<file path="config.mk">
export PLATFORM = sky130hd
export DESIGN_NAME = mem_bus_arbiter
export DESIGN_NICKNAME = d
export VERILOG_FILES = /design/src/rtl/mem_bus_arbiter.sv
export SDC_FILE = /design/constraint.sdc
export NUM_CORES = 1
export LEC_CHECK = 0
export BUFFER_PORTS_ARGS = -buffer_cell sky130_fd_sc_hd__buf_2
export CAP_MARGIN = 10
export CORE_AREA = 2 2 289 291
export DETAILED_ROUTE_END_ITERATION = 8
export DIE_AREA = 0 0 291 293
export SLEW_MARGIN = 40
export SYNTH_ARGS = -nofsm -noshare
export SYNTH_HDL_FRONTEND = slang
export SYNTH_SLANG_ARGS = --single-unit
</file>
<file path="constraint.sdc">
create_clock -name CLK -period 5.08 [get_ports CLK]
set_input_delay 1.016 -clock CLK [delete_from_list [all_inputs] [get_ports CLK]]
set_output_delay 1.016 -clock CLK [all_outputs]
set_load 0.01 [all_outputs]
</file>
<file path="src/rtl/mem_bus_arbiter.sv">
// rtl/mem_bus_arbiter.sv - single memory port shared by I-cache and D-cache
// Optional macro: ARB_FAIRNESS_EN (bounded D priority so I cannot starve)
module mem_bus_arbiter #(
  parameter int ADDR_W       = 28,
  parameter int DATA_W       = 128,
  parameter int STARVE_LIMIT = 4
) (
  input  logic              CLK,
  input  logic              RESET,
  input  logic              I_READ,
  input  logic [ADDR_W-1:0] I_ADDRESS,
  output logic [DATA_W-1:0] I_READDATA,
  output logic              I_BUSYWAIT,
  input  logic              D_READ,
  input  logic              D_WRITE,
  input  logic [ADDR_W-1:0] D_ADDRESS,
  input  logic [DATA_W-1:0] D_WRITEDATA,
  output logic [DATA_W-1:0] D_READDATA,
  output logic              D_BUSYWAIT,
  output logic              MEM_READ,
  output logic              MEM_WRITE,
  output logic [ADDR_W-1:0] MEM_ADDRESS,
  output logic [DATA_W-1:0] MEM_WRITEDATA,
  input  logic [DATA_W-1:0] MEM_READDATA,
  input  logic              MEM_BUSYWAIT
);

  localparam logic [1:0] IDLE    = 2'd0;
  localparam logic [1:0] GRANT_I = 2'd1;
  localparam logic [1:0] GRANT_D = 2'd2;
  localparam logic [1:0] RELEASE = 2'd3;

  logic [1:0]        state;
  logic [1:0]        state_nxt;
  logic [ADDR_W-1:0] lat_addr;
  logic [DATA_W-1:0] lat_wdata;
  logic              lat_write;
  logic              last_d;
  logic              first_cyc;
  logic [DATA_W-1:0] i_rdata;
  logic [DATA_W-1:0] d_rdata;
  logic              done;
  logic              d_req;
  logic              fair_i;

  assign d_req = D_READ | D_WRITE;

`ifdef ARB_FAIRNESS_EN
  localparam int CNT_W = $clog2(STARVE_LIMIT + 1);
  logic [CNT_W-1:0] starve_cnt;

  assign fair_i = I_READ && (starve_cnt == CNT_W'(STARVE_LIMIT));

  // Never exceeds STARVE_LIMIT: at the limit with I waiting, I is granted and the count clears.
  always_ff @(posedge CLK or negedge RESET) begin
    if (!RESET) begin
      starve_cnt <= '0;
    end else if (state == IDLE && state_nxt == GRANT_I) begin
      starve_cnt <= '0;
    end else if (state == IDLE && state_nxt == GRANT_D && I_READ) begin
      starve_cnt <= starve_cnt + 1'b1;
    end
  end
`else
  // Fixed D priority; the limit is only meaningful when fairness is built in.
  assign fair_i = (STARVE_LIMIT < 0);
`endif

  always_comb begin
    state_nxt = state;
    done      = 1'b0;
    case (state)
      IDLE: begin
        if (fair_i)      state_nxt = GRANT_I;
        else if (d_req)  state_nxt = GRANT_D;
        else if (I_READ) state_nxt = GRANT_I;
      end
      GRANT_I, GRANT_D: begin
        if (!first_cyc && !MEM_BUSYWAIT) begin
          done      = 1'b1;
          state_nxt = RELEASE;
        end
      end
      default: state_nxt = IDLE;
    endcase
  end

  always_ff @(posedge CLK or negedge RESET) begin
    if (!RESET) begin
      state     <= IDLE;
      lat_addr  <= '0;
      lat_wdata <= '0;
      lat_write <= 1'b0;
      last_d    <= 1'b0;
      first_cyc <= 1'b0;
      i_rdata   <= '0;
      d_rdata   <= '0;
    end else begin
      state     <= state_nxt;
      first_cyc <= 1'b0;
      if (state == IDLE && state_nxt == GRANT_D) begin
        lat_addr  <= D_ADDRESS;
        lat_wdata <= D_WRITEDATA;
        lat_write <= D_WRITE;
        last_d    <= 1'b1;
        first_cyc <= 1'b1;
      end else if (state == IDLE && state_nxt == GRANT_I) begin
        lat_addr  <= I_ADDRESS;
        lat_write <= 1'b0;
        last_d    <= 1'b0;
        first_cyc <= 1'b1;
      end
      // Data is captured even if the requester dropped its request mid-grant.
      if (done && !lat_write) begin
        if (last_d) d_rdata <= MEM_READDATA;
        else        i_rdata <= MEM_READDATA;
      end
    end
  end

  assign MEM_READ      = (state == GRANT_I || state == GRANT_D) && !lat_write;
  assign MEM_WRITE     = (state == GRANT_I || state == GRANT_D) && lat_write;
  assign MEM_ADDRESS   = lat_addr;
  assign MEM_WRITEDATA = lat_wdata;
  assign I_READDATA    = i_rdata;
  assign D_READDATA    = d_rdata;

  // RESET gating keeps the stalls low combinationally while reset is asserted.
  assign I_BUSYWAIT = RESET & I_READ & ~(state == RELEASE && !last_d);
  assign D_BUSYWAIT = RESET & d_req  & ~(state == RELEASE && last_d);

endmodule
</file>
* After elaboration in Yosys (flattened, before gate mapping) *
Index checks and enable logic that the tools add are counted.

word-level totals
  output and inout port bits = 416
  register bits = 417
  bits of input ports = 318

cells by class
  reduce and logical (&&, ||, !) cells = 18
  bitwise logic cells = 8
  mux-type cells = 13
  equality and inequality tests = 5

operators with widths
  operator              count
  $mux W28              2
  $logic_and A1 B1 Y1   8
  $mux W1               7
  $eq A2 B2 Y1 const B  3
  $mux W2               3
  $and A1 B1 Y1         4
  $eq A2 B1 Y1 const B  2
  $logic_not A1 Y1      4
  $pmux W2 S2           1
  $reduce_and A2 Y1     2
  $not A1 Y1            3
  $logic_not A2 Y1      1
  $reduce_bool A2 Y1    1
  $reduce_or A2 Y1      1
  $logic_or A1 B1 Y1    1
  $or A1 B1 Y1          1

* Longest topological paths before layout *
Gate-level depths: netlist (run 1).

  depth after elaboration = 8
  gate-level depth with buffers = 8
  gate-level depth less buffers = 6

* Least setup slack after synthesis (run 1) *
OpenSTA, ideal clock, no wires.

  kind = in2reg
  start point = in MEM_BUSYWAIT
  end point = reg lat_wdata[100], in the netlist MEM_WRITEDATA[100]
  data required time = 4955 ps
  arrival = 2408 ps
  slack = 2547 ps
  buffers on the path = 3
  stages = 7
  cell sequence = nor2_1 -> o21ai_2 -> a211oi_4 -> buf_6 -> buf_12 -> buf_12 -> mux2_4

between the ends
  cells in the longest elaborated chain, start to end = 6

RTL lines
  element               RTL line  RTL
  from (decl)           25        input logic MEM_BUSYWAIT
  $logic_not A1 Y1      79        if (!first_cyc && !MEM_BUSYWAIT) begin
  $logic_and A1 B1 Y1   79
  $mux W2               79
  $pmux W2 S2           72        case (state)
  $eq A2 B2 Y1          101       if (state == IDLE && state_nxt == GRANT_D) begin
  $logic_and A1 B1 Y1   101
  to (signal assigned)  92        lat_wdata <= '0;
  to (signal assigned)  103       lat_wdata <= D_WRITEDATA;
  to (decl)             36        logic [DATA_W-1:0] lat_wdata;

No other way between the ends.
A chain may end at the register's enable or synchronous reset.

* Final worst setup path (run 1) *
  start point = reg state[0]
  end point = out MEM_READ

between the ends
  cells in the longest elaborated chain, start to end = 3
  elaborated cells between the ends (all ways) = 4
  those cells by class = eq/ne (2); reduce/logical (2)

RTL lines
  element                                       RTL line  RTL
  from (decl)                                   33        logic [1:0] state;
  from (signal assigned)                        99        state <= state_nxt;
  $eq A2 B1 Y1 or $eq A2 B2 Y1 (tied branches)  121       assign MEM_READ = (state == GRANT_I || state == GRANT_D) && !lat_write;
  $logic_or A1 B1 Y1 *                          121
  $logic_and A1 B1 Y1 *                         121
  to (decl)                                     20        output logic MEM_READ,

Mark *: on every way between the ends. The rest lies on a longest branch, timed or not.

==> results.txt, run 1 <==
CP Cell Sequence -> inv_1, ha_1, nor2b_1, buf_2
Die area -> 85,260 µm²
Clock Path Buffers -> 3
Least-Margin Pin Slew -> 0.7375 ns
Layout area overhead -> 39.16%
Detail Route Antenna Nets -> 0
Crit path capture type -> primary output
CTS Buf Count -> 48
Post-Syn Instances -> 945
Root Driver -> clkbuf_16
Worst-Skew Late Latency -> 0.58 ns
Highest-delay cell along the critical path -> dfrtp_1
Post-synth top area share -> 0.6343
Final Max Slew Viols -> 0
Post-Syn Area per Cell -> 17.41 µm²
Share of cells above drive strength 1 -> 0.7359
Max_cap viols -> 0
H-tree levels -> 2
Routed vias/inst -> 3.891
Post-CTS sizing -> 0
Die Y -> 293 µm
Synth unique cells -> 26
Number of hold buffers added after cts -> 0
Max VDD drop -> 321.3 µV
Final Hold Vio Count -> 0
Routability congestion estimate -> 0.8952
Finished Cell Area -> 22,890 µm²
Count leader, synth -> dfrtp_1
DRC -> 0
Antenna violations before repair -> 3
Pwr dens -> 696.8 nW/µm²
CP peak stage delay -> 0.43 ns
Port Buffer Count -> 733
Asr flop ratio synth -> 1.000
Critical Path Source Type -> register
CP arrival -> 2.12 ns
I/O pin count -> 734
Synth top cells by count -> 417 x dfrtp_1, 339 x mux2_2, 100 x mux2_4
Aggregate global routing overflow -> 0
Clock skew -> 0.01686 ns
Filler cells -> 8,343
Crit path kind -> reg -> out
Sequential share of the synthesized area -> 0.6343
WP data required -> 4.06 ns
Via count -> 10,920
Cell area after synthesis -> 16,450 µm²
Detailed Routing Iterations Pass 1 -> 5
Unrepaired setup endpoints after global routing -> false
Status -> completed
Post-Syn Nets -> 1,266
CTS tree -> done
Nets -> 2,018
Setup Viol. Count Final -> 0
Max-slew headroom -> 0.5083
DRT Wirelength -> 48,480 µm
Worst-path clk slew -> 0.06 ns
Largest cells by area after synthesis -> dfrtp_1 63%, mux2_2 23%, mux2_4 9.1%, buf_12 1.3%, buf_2 0.97%
Die Wd -> 291 µm
Post-placement cell area -> 21,270 µm²
Dominant synthesized flop cell -> dfrtp_1
Crit path max fanout -> 6
Row cnt -> 105
FMAX -> 318.6 MHz
WL/cell -> 17.28 µm
#FFs+latches synth -> 417
Largest net degree at the start of global routing -> 139
Tot GR Track Use -> 0.1089
CTS sink cnt -> 417
Power Total -> 0.01595 W
Initial core utilization -> 0.2010
Setup bufs post-CTS -> 0
Leak -> 11.22 nW
Core area -> 81,850 µm²
Fin crit share -> 0.6179
Yosys Warn Count -> 0
Global-route wire length before repair -> 73,530 µm
Final TNS setup -> 0 ns
Number of synthesized flops with an enable pin -> 0
Leading area contributor after synthesis -> dfrtp_1
Vias in the first global route -> 12,220
First DRT Iteration DRCs -> 414
Min-Delay Path Class -> in -> async
DP Wirelength -> 36,460 µm
Final min period -> 3.139 ns
==> layer usage <==
layer  wire, µm  GRT usage
met5         30          0
met4       1512    0.04082
met3       3586    0.03336
met2      24790     0.1926
met1      18560     0.1231
==> worst max-delay path: cells and delay by family, from the launching register on <==
family / cells / cell delay [ns]
fa+ha+maj: 1 / 0.40
flops: 1 / 0.43
simple gates: 1 / 0.41
buf+inv: 2 / 0.30
==> cell type report <==
| type | instances | area [µm²] | share of cell area |
|---|---|---|---|
| Inverter | 4 | 15.01 | 0.0006558 |
| Antenna cell | 1 | 2.502 | 0.0001093 |
| Tap cell | 1070 | 1339 | 0.05848 |
| Multi-Input combinational cell | 476 | 5602 | 0.2447 |
| Clock buffer | 70 | 1435 | 0.06268 |
| Clock inverter | 17 | 155.1 | 0.006777 |
| Sequential cell | 417 | 10440 | 0.4558 |
| Timing Repair Buffer | 750 | 3911 | 0.1708 |
==> state kept, by name, summed over array words and instances, names as in the netlist <==
name,cells
D_READDATA,128
MEM_WRITEDATA,128
last_d,1
I_READDATA,128
MEM_ADDRESS,28
first_cyc,1
state,2
lat_write,1
==> stage by stage <==
| stage | cells | util | setup WS (ns) | hold WS (ns) |
|---|---|---|---|---|
| floorplan | 945 | - | 2.547 | 0.5232 |
| global placement | 2714 | 0.2593 | 1.777 | 0.4836 |
| detailed placement | 2716 | 0.2598 | 1.733 | 0.4873 |
| CTS | 2803 | 0.2793 | 1.854 | 0.3526 |
| global route | 2805 | 0.2797 | 1.786 | 0.3677 |
| finish | 2805 | 0.2797 | 1.941 | 0.3568 |
==> cell usage in the layout, fill, tap and decap left out, types with 2 or more instances in the layout <==
master / n
buf_16: 2
mux2_2: 339
clkbuf_16: 49
and2_1: 2
inv_1: 4
dfrtp_1: 417
ha_1: 3
clkbuf_1: 8
nor2_1: 7
o21ai_2: 2
buf_8: 2
o21ai_0: 3
buf_4: 8
buf_6: 2
clkinv_2: 11
buf_2: 732
buf_12: 4
clkinvlp_4: 2
nor2b_1: 2
clkbuf_8: 13
a21oi_1: 2
mux2_4: 100
nand2_1: 3
==> report_power, final <==
group | leakage (nW) | switching, W | internal (W)
clock network | 0.787 | 0.00141 | 0.00201
registers | 5.05 | 0.000887 | 0.00501
logic | 5.38 | 0.00309 | 0.00354
total | 11.2 | 0.00539 | 0.0106
==> final timing paths <==
check	start	to	slack [ns]	cells past startpoint
min in group CLK	D_READDATA[62]$_DFFE_PN0P_	D_READDATA[62]$_DFFE_PN0P_	0.50	1
max in group asynchronous	RESET	D_READDATA[44]$_DFFE_PN0P_	3.46	3
min reg2reg	D_READDATA[62]$_DFFE_PN0P_	D_READDATA[62]$_DFFE_PN0P_	0.50	1
max	state[0]$_DFF_PN0_	MEM_READ	1.94	4
max reg2reg	state[0]$_DFF_PN0_	I_READDATA[34]$_DFFE_PN0P_	2.08	6
min	RESET	D_READDATA[126]$_DFFE_PN0P_	0.36	1
==> logic make-up (layout without fill, tap and decap cells) <==
group	count (synthesis)	after routing	synth area share
flops	417	417	0.6343
mux	440	440	0.3240
fa+ha+maj	3	3	0.002282
compound gates	13	13	0.006388
buf+inv	52	841	0.02700
other cells	0	1	0
simple gates	20	20	0.006084
Power figures use the tool's default switching activity.
==> inputs of run 2 (changes only) <==
--- a/config.mk
+++ b/config.mk
@@ -7,9 +7,9 @@
 export LEC_CHECK = 0
 export BUFFER_PORTS_ARGS = -buffer_cell sky130_fd_sc_hd__buf_2
 export CAP_MARGIN = 10
-export CORE_AREA = 2 2 289 291
+export CORE_AREA = 2 2 286 288
 export DETAILED_ROUTE_END_ITERATION = 8
-export DIE_AREA = 0 0 291 293
+export DIE_AREA = 0 0 288 290
 export SLEW_MARGIN = 40
 export SYNTH_ARGS = -nofsm -noshare
 export SYNTH_HDL_FRONTEND = slang
==> constraint.sdc (replaced) <==
create_clock -name CLK -period 3.2 [get_ports CLK]
set_input_delay 0.64 -clock CLK [delete_from_list [all_inputs] [get_ports CLK]]
set_output_delay 0.64 -clock CLK [all_outputs]
set_load 0.01 [all_outputs]
==> results.txt, run 2 (same netlist as run 1, synthesis figures left out) <==
Max-slew headroom -> 0.6080 (+0.09974)
DP Wirelength -> 37,990 µm (+4.2%)
Reg-to-reg endpoint -> I_READDATA[73]$_DFFE_PN0P_
Setup bufs post-CTS -> 0 (unchanged)
FMAX -> 367.2 MHz
DRT Wirelength -> 49,480 µm (+2.1%)
Die Y -> 290 µm (-1.0%)
Status -> completed
Crit path kind -> reg -> out
Crit path capture type -> primary output
Worst-Skew Late Latency -> 0.59 ns (about the same)
CP Cell Sequence -> inv_1, ha_1, nor2b_1, buf_2
Vias in the first global route -> 12,210 (-0.11%)
CTS tree -> done
Detailed Routing Iterations Pass 1 -> 6 (+1)
Final std cells w/o fill -> 2,804 (-0.036%)
CTS sink cnt -> 417 (unchanged)
Critical Path Source Type -> register
Highest-delay cell along the critical path -> dfrtp_1
Largest net degree at the start of global routing -> 109 (-22%)
Final Util -> 0.2870 (+0.007257)
Finished Cell Area -> 23,000 µm² (+0.48%)
Aggregate global routing overflow -> 0 (unchanged)
DRC -> 0 (unchanged)
CP arrival -> 2.08 ns (-0.04 ns)
Die Wd -> 288 µm (-1.0%)
Setup Viol. Count Final -> 0 (unchanged)
Commonest cells after routing, fill and taps aside -> 732 x buf_2, 417 x dfrtp_1, 339 x mux2_2, 100 x mux2_4, 46 x clkbuf_16
First DRT Iteration DRCs -> 387 (-6.5%)
Min-Delay Path Class -> in -> reg
Hold Startpoint -> D_WRITEDATA[119]
CTS Buf Count -> 46 (-4.2%)
Via count -> 10,850 (-0.62%)
Detail Route Antenna Nets -> 0 (unchanged)
Antenna violations before repair -> 4 (+1)
Row cnt -> 104 (-0.95%)
Multi-input combinational cell area -> 5602 µm² (unchanged)
Register area -> 10,440 µm² (unchanged)
WP data required -> 2.56 ns (-1.50 ns)
R2R Setup Slk -> 0.58 ns (-1.50 ns)
Port Buffer Count -> 733 (unchanged)
Share of cells above drive strength 1 -> 0.7378 (+0.001910)
Post-Place Setup Slack -> 0.3698 ns (-1.363 ns)
Hold Path Cell Cnt -> 2
Core area -> 80,160 µm² (-2.1%)
Most common cell after layout, fill and taps aside -> buf_2
Nets -> 2,028 (+0.50%)
Fin crit share -> 0.8511
I/O pin count -> 734 (unchanged)
Max VDD drop -> 566.6 µV (+76%)
Unrepaired setup endpoints after global routing -> false
Worst-case reg-to-reg path depth -> 6 (unchanged)
Critical R2R Launch -> state[1]$_DFF_PN0_
Final TNS setup -> 0 ns (unchanged)
Layout area overhead -> 39.82%
Routed vias/inst -> 3.868 (-0.59%)
Clock skew -> 0.02199 ns (+0.005127 ns)
Tot GR Track Use -> 0.1143 (+0.005352)
WHS Endpoint -> MEM_WRITEDATA[119]$_DFFE_PN0P_
DP Cell Count -> 2,718 (+0.074%)
Post-placement cell area -> 21,430 µm² (+0.78%)
Root Driver -> clkbuf_16
Routability congestion estimate -> 0.8547 (-4.5%)
Leak -> 11.26 nW (+0.43%)
Initial core utilization -> 0.2052 (+0.004239)
Die area -> 83,520 µm² (-2.0%)
Max_cap viols -> 0 (unchanged)
Final Max Slew Viols -> 0 (unchanged)
Setup WS post-layout -> 0.4766 ns (-1.465 ns)
Final Hold Vio Count -> 0 (unchanged)
Filler cells -> 8,211 (-1.6%)
H-tree levels -> 2 (unchanged)
Least-Margin Pin Slew -> 0.5879 ns (-0.1496 ns)
Worst-path clk slew -> 0.06 ns (about the same)
Pwr dens -> 1107 nW/µm² (+59%)
CP peak stage delay -> 0.42 ns (about the same)
Crit path max fanout -> 6 (unchanged)
Clock Path Buffers -> 3 (unchanged)
Post-CTS sizing -> 0 (unchanged)
Global-route wire length before repair -> 74,490 µm (+1.3%)
Final min period -> 2.723 ns
WL/cell -> 17.64 µm (+2.1%)
[run 2: metrics by stage]
step / power, W / hold WS [ns]
final: 0.02546 / 0.2891
after global routing: 0.02692 / 0.2482
after CTS: 0.02584 / 0.2359
after detailed placement: 0.02024 / 0.4867
after global placement: 0.01988 / 0.4826
after floorplan: 0.01584 / 0.3444
[run 2: critical path, delay by kind of cell, from the launching register on]
family / cells / cell delay (ns)
buf+inv: 2 / 0.33
fa+ha+maj: 1 / 0.40
simple gates: 1 / 0.36
flops: 1 / 0.42
[run 2: how the worst max path moves through the flow]
stage,depth (start not counted),end,from,slack (ns)
floorplan,7,I_READDATA[107]$_DFFE_PN0P_,state[1]$_DFF_PN0_,1.02
global placement,8,MEM_ADDRESS[11]$_DFFE_PN0P_,MEM_BUSYWAIT,0.43
detailed placement,8,MEM_ADDRESS[19]$_DFFE_PN0P_,MEM_BUSYWAIT,0.37
CTS,4,MEM_READ,state[1]$_DFF_PN0_,0.42
global route,4,MEM_READ,state[1]$_DFF_PN0_,0.31
finish,4,MEM_READ,state[1]$_DFF_PN0_,0.48
[run 2: timing repair]
action,in CTS,in global routing
endpoints found under the hold margin,28,0
setup endpoints to repair,0,0
hold buffers,1,0
[run 2: final cells by class]
cell class / instances / area share
Sequential cell: 417 / 0.4536
Multi-Input combinational cell: 476 / 0.2435
Timing Repair Buffer: 762 / 0.1767
Tap cell: 1060 / 0.05766
Clock buffer: 60 / 0.05624
Clock inverter: 20 / 0.01110
Inverter: 4 / 0.0006527
Antenna cell: 5 / 0.0005439
[run 2: metal layers]
layer / vias up / track usage / wire length, µm
li1: 4871 / - / -
met1: 5462 / 0.1260 / 18670
met2: 418 / 0.2087 / 25960
met3: 96 / 0.03027 / 3389
met4: 0 / 0.04069 / 1448
met5: - / 0 / 0
[run 2: where the power goes]
part	switching [W]	internal [W]	total (W)
sequential	0.00145	0.00795	0.00940
clock	0.00224	0.00318	0.00543
combinational	0.00493	0.00571	0.0106
total	0.00862	0.0168	0.0255
==> inputs of run 3 (changes only) <==
==> constraint.sdc (replaced) <==
create_clock -name CLK -period 3.2 [get_ports CLK]
set_input_delay 0.16 -clock CLK [delete_from_list [all_inputs] [get_ports CLK]]
set_output_delay 0.16 -clock CLK [all_outputs]
set_load 0.01 [all_outputs]
==> results.txt, run 3 (same netlist as run 1, synthesis figures left out) <==
Antenna violations before repair -> 1 (-3)
Clock Path Buffers -> 3 (unchanged)
Multi-input combinational cell area -> 5604 µm² (about the same)
Crit path capture type -> register
Worst-Skew Late Latency -> 0.58 ns (about the same)
CTS Buf Count -> 48 (+4.3%)
Via count -> 12,320 (+14%)
Max VDD drop -> 555.1 µV (-2.0%)
Pwr dens -> 996.0 nW/µm² (-10%)
Max-slew headroom -> 0.5191 (-0.08893)
FMAX -> 324.8 MHz (-12%)
Setup Viol. Count Final -> 0 (unchanged)
Nets -> 2,353 (+16%)
Share of cells above drive strength 1 -> 0.6262 (-0.1116)
Least-Margin Pin Slew -> 0.7213 ns (+0.1334 ns)
Critical Path Source Type -> register
Final Max Slew Viols -> 0 (unchanged)
Unrepaired setup endpoints after global routing -> false
Initial core utilization -> 0.2052 (unchanged)
CP arrival -> 3.53 ns (+1.45 ns)
Fin crit share -> 0.9621 (+0.1110)
Port Buffer Count -> 733 (unchanged)
Commonest cells after routing, fill and taps aside -> 732 x buf_2, 417 x dfrtp_1, 339 x mux2_2, 314 x dlygate4sd3_1, 100 x mux2_4
DRC -> 0 (unchanged)
First DRT Iteration DRCs -> 332 (-14%)
Register area -> 10,440 µm² (unchanged)
Final Hold Vio Count -> 0 (unchanged)
Crit path max fanout -> 33 (+27)
Clock skew -> 0.02127 ns (-0.0007202 ns)
Finished Cell Area -> 26,230 µm² (+14%)
Post-placement cell area -> 21,430 µm² (unchanged)
Final Util -> 0.3272 (+0.04023)
H-tree levels -> 2 (unchanged)
CTS tree -> done
WP data required -> 3.66 ns (+1.10 ns)
Largest net degree at the start of global routing -> 132 (+21%)
Die Y -> 290 µm (unchanged)
Die Wd -> 288 µm (unchanged)
Root Driver -> clkbuf_16
DP Wirelength -> 37,900 µm (-0.22%)
CTS sink cnt -> 417 (unchanged)
Crit path kind -> reg -> reg
Detailed Routing Iterations Pass 1 -> 4 (-2)
WL/cell -> 17.23 µm (-2.4%)
Core area -> 80,160 µm² (unchanged)
Status -> completed
Global-route wire length before repair -> 81,260 µm (+9.1%)
Aggregate global routing overflow -> 0 (unchanged)
Tot GR Track Use -> 0.1237 (+0.009402)
Final TNS setup -> 0 ns (unchanged)
Row cnt -> 104 (unchanged)
Die area -> 83,520 µm² (unchanged)
Routability congestion estimate -> 0.8897 (+4.1%)
Detail Route Antenna Nets -> 0 (unchanged)
Worst-path clk slew -> 0.06 ns (about the same)
Vias in the first global route -> 13,920 (+14%)
Filler cells -> 7,835 (-4.6%)
Layout area overhead -> 59.42%
Leak -> 12.64 nW (+12%)
Final min period -> 3.079 ns (+0.3553 ns)
Max_cap viols -> 0 (unchanged)
I/O pin count -> 734 (unchanged)
Most common cell after layout, fill and taps aside -> buf_2
Min-Delay Path Class -> in -> async
DRT Wirelength -> 53,910 µm (+9.0%)
Routed vias/inst -> 3.937 (+1.8%)
[run 3: area by class of cell]
cell class | instances | area share
diodes | 1 | 0.00009541
clock buffers | 66 | 0.05186
clock inverters | 20 | 0.008396
inverters | 4 | 0.0005725
multi-input cells | 476 | 0.2137
flip-flops and latches | 417 | 0.3979
well taps | 1060 | 0.05057
repair buffers | 1085 | 0.2770
[run 3: repair_timing]
action | 4_1_cts | 5_1_grt
gates resized for setup | 0 | 2
buffers inserted | 0 | 1
hold buffers | 314 | 0
endpoints found under the setup margin | 0 | 9
endpoints found under the hold margin | 491 | 0
[run 3: report_power, final]
part,switching (W),internal [W],leakage [nW]
clock,0.00228,0.00323,0.776
sequential,0.00149,0.00795,5.05
combinational,0.00510,0.00608,6.81
[run 3: layer usage]
layer	routed length [µm]	global-route usage	part of all wire
met1	20620	0.1362	0.38
met2	27650	0.2236	0.51
met3	3615	0.03113	0.067
met4	2027	0.05219	0.038
met5	0	0	0
[run 3: path summary, 6_finish.rpt]
check | start | to | slack (ns) | depth (start not counted)
max | state[1]$_DFF_PN0_ | MEM_ADDRESS[26]$_DFFE_PN0P_ | 0.12 | 9
min | RESET | D_READDATA[29]$_DFFE_PN0P_ | 0.04 | 2
max reg2reg | state[1]$_DFF_PN0_ | MEM_ADDRESS[26]$_DFFE_PN0P_ | 0.12 | 9
min reg2reg | D_READDATA[103]$_DFFE_PN0P_ | D_READDATA[103]$_DFFE_PN0P_ | 0.50 | 1
max in group asynchronous | RESET | I_READDATA[53]$_DFFE_PN0P_ | 1.99 | 4
min in group CLK | I_READ | state[0]$_DFF_PN0_ | 0.11 | 5
[run 3: critical path, stage by stage, from the launching register on]
cell	delay, ns
dfrtp_1	0.42
inv_1	0.07
ha_2	0.40
o21ai_2	0.12
a211oi_4	0.28
buf_12	0.20
buf_16	0.22
mux2_2	0.36
dlygate4sd3_1	0.57
mux2_2	0.27
[run 3: stage by stage]
stage | worst slack [ns] | total power (W) | hold WS, ns | cells
floorplan | 1.019 | 0.01584 | -0.1356 | 945
global placement | 0.5675 | 0.01997 | 0.2347 | 2725
detailed placement | 0.5174 | 0.02027 | 0.2480 | 2725
CTS | 0.009252 | 0.02633 | 0.05615 | 3125
global route | 0.03103 | 0.02758 | 0.02846 | 3129
finish | 0.1214 | 0.02612 | 0.03694 | 3129
